===== src/rtl/seq_bin2bcd.sv =====
// -----------------------------------------------------------------------------
// seq_bin2bcd
//   Iterative shift-add-3 (double-dabble) binary-to-BCD converter. One input
//   bit is consumed per clock; the last result is held stable for the seg7
//   display driver until the next conversion completes.
//
//   Optional feature macro: BCD_BLANK_EN (adds the leading-zero mask 'blank').
//
// Ports
//   clk_25mhz  in   1          system clock, rising edge
//   rst        in   1          synchronous reset, active-high
//   in_valid   in   1          request: bin is valid
//   in_ready   out  1          converter idle, request accepted this cycle
//   bin        in   BIN_W      unsigned binary operand
//   out_valid  out  1          one-cycle pulse: bcd/ovf(/blank) updated
//   busy       out  1          conversion in progress (SHIFT state)
//   bcd        out  4*DIGITS   packed BCD, digit 0 = bcd[3:0] (units)
//   ovf        out  1          last operand >= 10**DIGITS
//   blank      out  DIGITS     leading-zero mask (BCD_BLANK_EN only)
// -----------------------------------------------------------------------------
module seq_bin2bcd #(
  parameter int BIN_W  = 12,
  parameter int DIGITS = 4
) (
  input  logic                  clk_25mhz,
  input  logic                  rst,
  input  logic                  in_valid,
  output logic                  in_ready,
  input  logic [BIN_W-1:0]      bin,
  output logic                  out_valid,
  output logic                  busy,
  output logic [4*DIGITS-1:0]   bcd,
  output logic                  ovf
`ifdef BCD_BLANK_EN
  ,
  output logic [DIGITS-1:0]     blank
`endif
);

  // One extra carry digit on top so digits beyond DIGITS are computed and
  // then simply discarded (overflow keeps the low digits of the true result).
  localparam int          SCR_W    = 4*DIGITS + 4;
  localparam int          CNT_W    = (BIN_W < 2) ? 1 : $clog2(BIN_W + 1);
  localparam logic [63:0] LIMIT    = 64'd10 ** DIGITS;
  localparam logic [CNT_W-1:0] CNT_INIT = CNT_W'(BIN_W);

  typedef enum logic [1:0] {
    S_IDLE,
    S_SHIFT,
    S_DONE
  } state_e;

  state_e                state_q;
  logic [BIN_W-1:0]      bin_q,  bin_d;
  logic [SCR_W-1:0]      scr_q,  scr_d;
  logic [SCR_W-1:0]      adj;
  logic [CNT_W-1:0]      cnt_q;
  logic                  ovf_next_q;
  logic [4*DIGITS-1:0]   bcd_q;
  logic                  ovf_q;
  logic                  out_valid_q;
  logic                  busy_q;
  logic                  in_ready_q;
  logic                  unused_carry_msb;

  // One double-dabble step: correct each real digit, then shift in the next
  // operand bit. The carry digit is never corrected; its MSB falls off.
  always_comb begin
    adj = scr_q;
    for (int i = 0; i < DIGITS; i++) begin
      if (scr_q[4*i +: 4] >= 4'd5) begin
        adj[4*i +: 4] = scr_q[4*i +: 4] + 4'd3;
      end
    end
    scr_d = {adj[SCR_W-2:0], bin_q[BIN_W-1]};
    bin_d = bin_q << 1;
  end

  assign unused_carry_msb = adj[SCR_W-1];

`ifdef BCD_BLANK_EN
  logic [DIGITS-1:0] blank_q, blank_d;
  logic              zero_above;

  // Bit i blanks digit i when it and every more-significant digit are zero;
  // the units digit is never blanked.
  always_comb begin
    blank_d    = '0;
    zero_above = 1'b1;
    for (int i = DIGITS - 1; i >= 1; i--) begin
      zero_above = zero_above && (scr_q[4*i +: 4] == 4'd0);
      blank_d[i] = zero_above;
    end
  end
`endif

  // NOTE: all state lives in this one clocked block and is assigned with
  // non-blocking '<=' so every register samples pre-edge values; blocking '='
  // here would make results depend on statement order.
  always_ff @(posedge clk_25mhz) begin
    if (rst) begin
      state_q     <= S_IDLE;
      bin_q       <= '0;
      scr_q       <= '0;
      cnt_q       <= '0;
      ovf_next_q  <= 1'b0;
      bcd_q       <= '0;
      ovf_q       <= 1'b0;
      out_valid_q <= 1'b0;
      busy_q      <= 1'b0;
      in_ready_q  <= 1'b1;
`ifdef BCD_BLANK_EN
      blank_q     <= '0;
`endif
    end else begin
      out_valid_q <= 1'b0;
      case (state_q)
        S_IDLE: begin
          if (in_valid) begin
            bin_q      <= bin;
            scr_q      <= '0;
            cnt_q      <= CNT_INIT;
            ovf_next_q <= (64'(bin) >= LIMIT);
            in_ready_q <= 1'b0;
            busy_q     <= 1'b1;
            state_q    <= S_SHIFT;
          end
        end
        S_SHIFT: begin
          scr_q <= scr_d;
          bin_q <= bin_d;
          cnt_q <= cnt_q - 1'b1;
          // Counter at 1 means this edge performs the final shift.
          if (cnt_q == CNT_W'(1)) begin
            busy_q  <= 1'b0;
            state_q <= S_DONE;
          end
        end
        S_DONE: begin
          bcd_q       <= scr_q[4*DIGITS-1:0];
          ovf_q       <= ovf_next_q;
          out_valid_q <= 1'b1;
          in_ready_q  <= 1'b1;
`ifdef BCD_BLANK_EN
          blank_q     <= blank_d;
`endif
          state_q     <= S_IDLE;
        end
        default: begin
          state_q <= S_IDLE;
        end
      endcase
    end
  end

  assign in_ready  = in_ready_q;
  assign out_valid = out_valid_q;
  assign busy      = busy_q;
  assign bcd       = bcd_q;
  assign ovf       = ovf_q;
`ifdef BCD_BLANK_EN
  assign blank     = blank_q;
`endif

endmodule

===== config.mk =====
export PLATFORM = sky130hd
export DESIGN_NAME = seq_bin2bcd
export DESIGN_NICKNAME = d
export VERILOG_FILES = /design/src/rtl/seq_bin2bcd.sv
export SDC_FILE = /design/constraint.sdc
export NUM_CORES = 1
export LEC_CHECK = 0
export CORE_MARGIN = 8
export CORE_UTILIZATION = 53
export CTS_CLUSTER_SIZE = 40
export DETAILED_ROUTE_END_ITERATION = 10
export PLACE_DENSITY = 0.75
export SLEW_MARGIN = 40
export SYNTH_ARGS = -nofsm -noshare
export SYNTH_HDL_FRONTEND = slang
export SYNTH_SLANG_ARGS = --single-unit
export TNS_END_PERCENT = 1

===== constraint.sdc =====
create_clock -name clk_25mhz -period 1.9 [get_ports clk_25mhz]
set_input_delay 0.19 -clock clk_25mhz [delete_from_list [all_inputs] [get_ports clk_25mhz]]
set_output_delay 0.19 -clock clk_25mhz [all_outputs]
set_load 0.05 [all_outputs]

-- Yosys cells after proc, flatten, opt, wreduce, memory -nomap -nowiden
Cells that the tools add are included.
- register bits after elaboration: 53
- bits of input ports: 15
- output and inout port bits: 20
- logic and storage cells: 48
- add/subtract/negate cells: 5
- magnitude comparators: 4
- equal/unequal tests: 5
- muxes and demuxes: 19
- reductions and logical operators: 7
- operators with widths (kind ; count):
    16-bit one-hot mux with 2 select lines ; 1
    12-bit one-hot mux with 2 select lines ; 1
    4-bit by 3-bit greater-or-equal comparator with 1-bit output, second input constant ; 4
    16-bit two-way mux ; 1
    4-bit two-way mux ; 4
    4-bit by 2-bit adder with 4-bit output, second input constant ; 3
    12-bit two-way mux ; 1
    4-bit one-hot mux with 2 select lines ; 1
    2-bit AND reduction ; 3
    4-bit by 1-bit equality test with 1-bit output, second input constant ; 1
    1-bit two-way mux ; 4
    2-bit two-way mux ; 2
    2-bit inequality test, second input constant ; 2
    1-bit one-hot mux with 2 select lines ; 2
    2-bit one-hot mux with 2 select lines ; 1
    2-bit nonzero test ; 2
    4-bit by 1-bit subtractor with 4-bit output, second input constant ; 1
    3-bit by 2-bit adder with 3-bit output, second input constant ; 1
    3-bit two-way mux ; 1
    3-bit AND reduction ; 1
    2-bit by 1-bit equality test with 1-bit output, second input constant ; 1
    2-bit equality test, second input constant ; 1
    2-bit logical NOT ; 1

-- Depth between registers and ports, before layout
- depth in word-level cells: 3
- depth in mapped cells: 6

-- Worst setup path after synthesis
Ideal clock, no wire load.
- path kind: register to register
- from: register scr_q[9]
- to: register scr_q[10]
- arrival time: 1.276 ns
- data required time: 1.783 ns
- slack: 0.507 ns
- cell stages (with the launch flop): 7
- path buffers: 0
- clock period less this slack: 1.393 ns
- path through: dfxtp_1 -> inv_1 -> ha_1 -> nand2b_1 -> a21oi_1 -> mux2i_1 -> a22o_1
- cells in the longest elaborated chain, start to end: 3
- elaborated cells between the ends (all ways): 4
- those cells by class: 1 x add/sub; 1 x order compare; 2 x mux
- ends and longest elaborated chain (item ; line ; source):
    from (decl) ; 55 ; logic [SCR_W-1:0] scr_q, scr_d;
    from (signal assigned) ; 130 ; scr_q <= scr_d;
    4-bit by 2-bit adder with 4-bit output or 4-bit by 3-bit greater-or-equal comparator with 1-bit output (tied branches) ; 72, 71 ;
    4-bit two-way mux * ; 71 ; if (scr_q[4*i +: 4] >= 4'd5) begin
    16-bit one-hot mux with 2 select lines * ; 117 ; case (state_q)
Every way passes the cells marked *; elsewhere a longest branch is shown, timed or not.
A chain may end at the register's enable or synchronous reset.

-- Worst setup path after layout
- from: register in_ready_q, in the netlist in_ready
- to: output port in_ready
- RTL lines (item ; line ; source):
    from (decl) ; 63 ; logic in_ready_q;
    from (signal assigned) ; 111 ; in_ready_q <= 1'b1;
    from (signal assigned) ; 124 ; in_ready_q <= 1'b0;
    from (signal assigned) ; 143 ; in_ready_q <= 1'b1;
    to (decl) ; 28 ; output logic in_ready,
No word-level cell between the ends.

==> results_dict.tcl <==
set metrics [dict create \
    status "completed" \
    synthArstFlopShare 0 \
    die-area_um2 6790 \
    crit_start "in_ready$_SDFFE_PP1P_" \
    synth_most_common_cell "dfxtp_1" \
    cts_buffers 5 \
    ys.flop_type "dfxtp_1" \
    max_freq_ghz 0.596 \
    cts_tree "built" \
    min_period_ns 1.68 \
    powerDensity_nw_per_um2 743 \
    antennaDiodeCount 0 \
    hp-start "bin_q[11]$_SDFFE_PP0P_" \
    synth_area_per_cell_um2 9.46 \
    antenna_found_initial 0 \
    finalClockSkew_ns 0.00487 \
    cts-root-buf "clkbuf_8" \
    min_period_over_period 0.882 \
    drcViolationCount 0 \
    die_width_um 82.4 \
    tightest_slew_ns 0.500 \
    crit_required_ns 1.71 \
    synth_nets 272 \
    totalWireLength_mm 4.90 \
    setup_viol 0 \
    overflow 0 \
    clkPwrFrac 0.315 \
    start_kind "flop" \
    area_delta_synth_final_pct 21.1 \
    crit_path_cell_trace "clkdlybuf4s50_1" \
    io_buffers 33 \
    cap_violations 0 \
    reg2reg_to "scr_q[12]$_SDFFE_PP0P_" \
    synth_cell_type_count 37 \
    relSlewSlack 0.665 \
    reg2regPathDepth 4 \
    core-area_um2 4290 \
    synth_seq_cells 53 \
    power.static_leakage_nw 1.11 \
    syn_inst 247 \
    layout.nets 309 \
    cts_setup_buffers 0 \
    p_total_w 0.00210 \
    worst_ir_drop_vdd_mv 0.503 \
    crit_path_max_incr_delay_ns 0.82 \
    holdWs_ns 0.484 \
    clock_path_buffers 2 \
    reg2reg_slack_ns 0.27 \
    p_sw_w 0.000566 \
    min_path_type "reg -> reg" \
    cts_hold_buf 0 \
    reg2reg_from "state_q[0]$_SDFFE_PP0P_" \
    syn_area_um2 2340 \
    synth_edf_count 0 \
    crit_slowest_cell "clkdlybuf4s50_1" \
    clk_latency_ns 0.31 \
    start_util 0.544 \
    grt_start_max_net_pins 22 \
    critPathCaptureType "output pin" \
    vias 1881 \
    synth_top_cell_by_area "dfxtp_1" \
    avgViaCountPerCell 5.58 \
    grt_pass1_vias 1832 \
    path_delay_family "buffers and inverters" \
    drt_pass1_iterations 4 \
    crit_buf_inv 1 \
    worstHoldPathCells 2 \
    yosysTopAreaCellShare 0.454 \
    pwr-share-comb 0.121 \
    drive_gt1_frac 0.112 \
    pwr-share-seq 0.564 \
    wl_per_cell_um 14.5 \
    track_usage 0.155 \
    finalMaxSlewViolations 0 \
    swShare 0.270 \
    rsz0062_at_grt "false" \
    path_class "reg -> out" \
    grt_pass1_wl_mm 8.28 \
    synth_area_leaders "dfxtp_1 45%, a22o_1 7.5%, a21oi_1 6.0%" \
    hold_violations 0 \
    ys_seq_area_frac 0.454 \
    cts_resized 0 \
    yosys_warnings 0 \
    cts.sinks 53 \
    p_int_w 0.00154 \
    synthTopCellsByCount "53 x dfxtp_1, 28 x a21oi_1, 22 x nor2_1, 21 x inv_1, 20 x a22o_1" \
    crit_fanout 2 \
    h-tree-depth 2 \
    drt_iter0_drc 90 \
    dp_hpwl_mm 3.53 \
    die_h_um 82.4 \
    min_to "scr_q[0]$_SDFFE_PP0P_" \
    fin_tns_setup_ns 0 \
    rows 24 \
    pin_count 35 \
    n_fill_cell 382 \
    gp_congestion 0.788 \
    clk_pin_slew_worst_paths_ns 0.10 \
    drtAntennaViolNets 0 \
    critical_path_arrival_ns 1.49 \
]
how the worst max path moves through the flow:
stage	endpoint	slack (ns)	cells after the start
5_1_grt	in_ready	0.17	1
3_5_place_dp	scr_q[12]$_SDFFE_PP0P_	0.20	5
4_1_cts	in_ready	0.20	1
6_report	in_ready	0.22	1
2_1_floorplan	scr_q[10]$_SDFFE_PP0P_	0.51	6
3_3_place_gp	scr_q[13]$_SDFFE_PP0P_	0.22	5
routing by layer:
layer / share of wire / GRT usage / routed length [µm]
met1: 0.45 / 0.181 / 2220
met2: 0.48 / 0.265 / 2360
met3: 0.055 / 0.0400 / 269
met4: 0.0096 / 0.0561 / 47
met5: 0 / 0 / 0
layout by cell type, fill, tap and decap left out, types with 4 or more instances in the layout:
cell type,n
a21oi_1,28
a22o_1,20
a32o_1,4
buf_4,13
clkbuf_8,5
clkdlybuf4s50_1,33
dfxtp_1,53
ha_1,10
inv_1,21
mux2i_1,4
nand2b_1,6
nor2_1,22
o21ai_0,13
o221a_2,5
o22ai_1,12
o31ai_1,4
xnor2_1,4
per-stage QoR:
| stage | utilization | area (µm²) | cells | setup slack [ns] |
|---|---|---|---|---|
| floorplan | - | 2340 | 247 | 0.507 |
| global placement | 0.637 | 2740 | 329 | 0.221 |
| detailed placement | 0.637 | 2740 | 329 | 0.200 |
| CTS | 0.659 | 2830 | 337 | 0.202 |
| global route | 0.659 | 2830 | 337 | 0.171 |
| finish | 0.659 | 2830 | 337 | 0.224 |
cell families after synthesis:
logic type,Yosys count,synth area share
adder cells (fa/ha/maj),10,0.0535
other,1,0.00160
buffers and inverters,38,0.0760
XOR/XNOR,6,0.0225
AND/OR/NAND/NOR,39,0.0851
multiplexers,4,0.0171
AO/OA/AOI/OAI,96,0.290
flip-flops,53,0.454
cell type report:
| type | instances | area, µm² | share of cell area |
|---|---|---|---|
| multi-input combinational | 156 | 1100 | 0.388 |
| sequential | 53 | 1060 | 0.375 |
| timing repair buffer | 46 | 428 | 0.151 |
| inverter | 22 | 82.6 | 0.0292 |
| clock buffer | 5 | 68.8 | 0.0243 |
| tap | 52 | 65.1 | 0.0230 |
| clock inverter | 3 | 26.3 | 0.00928 |
power groups by stage:
stage	logic, W	clock network (W)	registers, W
global route	0.000284	0.000719	0.00119
floorplan	0.000165	0	0.00121
finish	0.000254	0.000662	0.00119
detailed placement	0.000255	0	0.00121
global placement	0.000250	0	0.00121
CTS	0.000255	0.000683	0.00119
sequential cells by signal, summed over array words and instances (netlist names):
| signal | cells |
|---|---|
| scr_q | 16 |
| cnt_q | 4 |
| busy | 1 |
| bin_q | 12 |
| state_q | 2 |
| out_valid | 1 |
| in_ready | 1 |
| bcd | 16 |
Power figures use the tool's default switching activity.
==> RTL change (same settings) <==
The 3 states of `state_e` get a one-hot encoding in 3 bits.
--- a/src/rtl/seq_bin2bcd.sv
+++ b/src/rtl/seq_bin2bcd.sv
@@ -44,10 +44,10 @@
   localparam logic [63:0] LIMIT    = 64'd10 ** DIGITS;
   localparam logic [CNT_W-1:0] CNT_INIT = CNT_W'(BIN_W);
 
-  typedef enum logic [1:0] {
-    S_IDLE,
-    S_SHIFT,
-    S_DONE
+  typedef enum logic [2:0] {
+    S_IDLE  = 3'b001,
+    S_SHIFT = 3'b010,
+    S_DONE  = 3'b100
   } state_e;
 
   state_e                state_q;
Check against the original RTL: same outputs for any inputs over 10 cycles, from zero or initial values and one cycle with rst high; not proved beyond that.
==> RTL change against the original RTL <==
  * Area after synthesis increased by 1.3%
  * Worst setup slack got worse by 0.032 ns
  * Sequential share of layout area is 0.31 points higher
  * Combinational power down 19%
  * Sequential cell count increased by 1
  * Wire length fell by 1.6%
  * Design area grew 1.1%
  * Total power increased by 0.66%
  * Critical endpoint is now cnt_q[3]
  * Largest power group unchanged
==> RTL change: results (changes against the original RTL) <==
- Synth Area in Adders: 0.0528 (-0.000707)
- Worst Hold Launch: bin[0]
- Synth Area in Compound Gates: 0.234 (-0.0561)
- Mux contribution to synthesized area: 0.0169 (-0.000226)
- Fill cells: 363 (-5.0%)
- Switching power: 0.495 mW (-13%)
- P_leak: 1.08 nW (-2.2%)
- Chip Width: 82.9 µm (+0.54%)
- Dpl hpwl: 3380 µm (-4.3%)
- Synth area leaders: dfxtp_1, a22o_1, ha_1
- Design area: 2860 µm² (+1.1%)
- Multi-input gates: 160 (+2.6%)
- Total track usage: 0.144 (-0.0109)
- Worst clock skew: 0.00647 ns (+0.00160 ns)
- GPL Wtd Cong: 0.807 (+2.4%)
- Status: completed
- Register area share after synthesis: 0.456 (+0.00246)
- Crit Path Max Fanout: 11 (+9)
- Non-clock inverter count: 11 (-50%)
- Mapped Nets: 266 (-2.2%)
- Design Power: 2.12 mW (+0.66%)
- DR WL/cell: 14.7 µm (+1.4%)
- Worst VDD drop: 0.386 mV (-23%)
- First-pass GRT wire length: 8540 µm (+3.2%)
- Placed Cells: 319 (-3.0%)
- Area used by multi-input combinational logic: 1160 µm² (+6.0%)
- Vias/cell: 5.69 (+2.0%)
- Slew HR: 0.516 (-0.150)
- Nonclk buf count: 42 (-8.7%)
- XOR/XNOR Fraction of Synth Area: 0.0259 (+0.00340)
- Worst setup path startpoint: state_q[1]
- Slowest Stage Delay on Critical Path: 0.61 ns (-0.21 ns)
- 1st-iter DRT viols: 96 (+6.7%)
- FF+latch count, synth: 54 (+1.9%)
- FF+latch area: 1080 µm² (+1.9%)
- Top cells by count, synth: dfxtp_1, a22o_1, nor2_1, a21oi_1, nand2_1
- CP top delay family: simple AND/OR/NAND/NOR gates
- Avg Inst Size Synth: 9.83 µm² (+3.9%)
- Pin count of the biggest net entering global routing: 29 (+32%)
- Worst Path Arrival: 1.93 ns (+0.44 ns)
- Yosys cell types: 42 (+14%)
- Post-Route WL: 4820 µm (-1.6%)
- Nets: 299 (-3.2%)
- ClkCell Share: 0.0385 (+0.00490)
- DP Worst Slack: 0.125 ns (-0.0753 ns)
- Initial antenna violation count: 0 (unchanged)
- Clock buf count: 8 (+3)
[RTL change: cell types whose count changed in the layout (fill, tap and decap cells not counted), moves of 5 or more]
cell	unedited run	this run
a21oi_1	28	15
a2bb2oi_1	1	10
a32oi_1	0	10
inv_1	21	11
nand2_1	2	12
nand3_1	0	5
nor3_2	0	5
o221a_2	5	0
o22ai_1	12	0
[RTL change: per-layer routing]
| layer | vias up | GRT usage | wire length (µm) |
|---|---|---|---|
| met5 | - | 0 | 0 |
| met4 | 0 | 0.0639 | 86 |
| met3 | 9 | 0.0537 | 245 |
| met2 | 35 | 0.240 | 2340 |
| met1 | 889 | 0.159 | 2140 |
| li1 | 929 | - | - |
[RTL change: worst paths after layout]
kind | end | slack, ns | cells past startpoint
worst min-delay path | bin_q[0] | 0.44 | 3
worst max register to register | cnt_q[3] | 0.19 | 4
worst max-delay path | cnt_q[3] | 0.19 | 4
worst min register to register | in_ready | 0.45 | 2
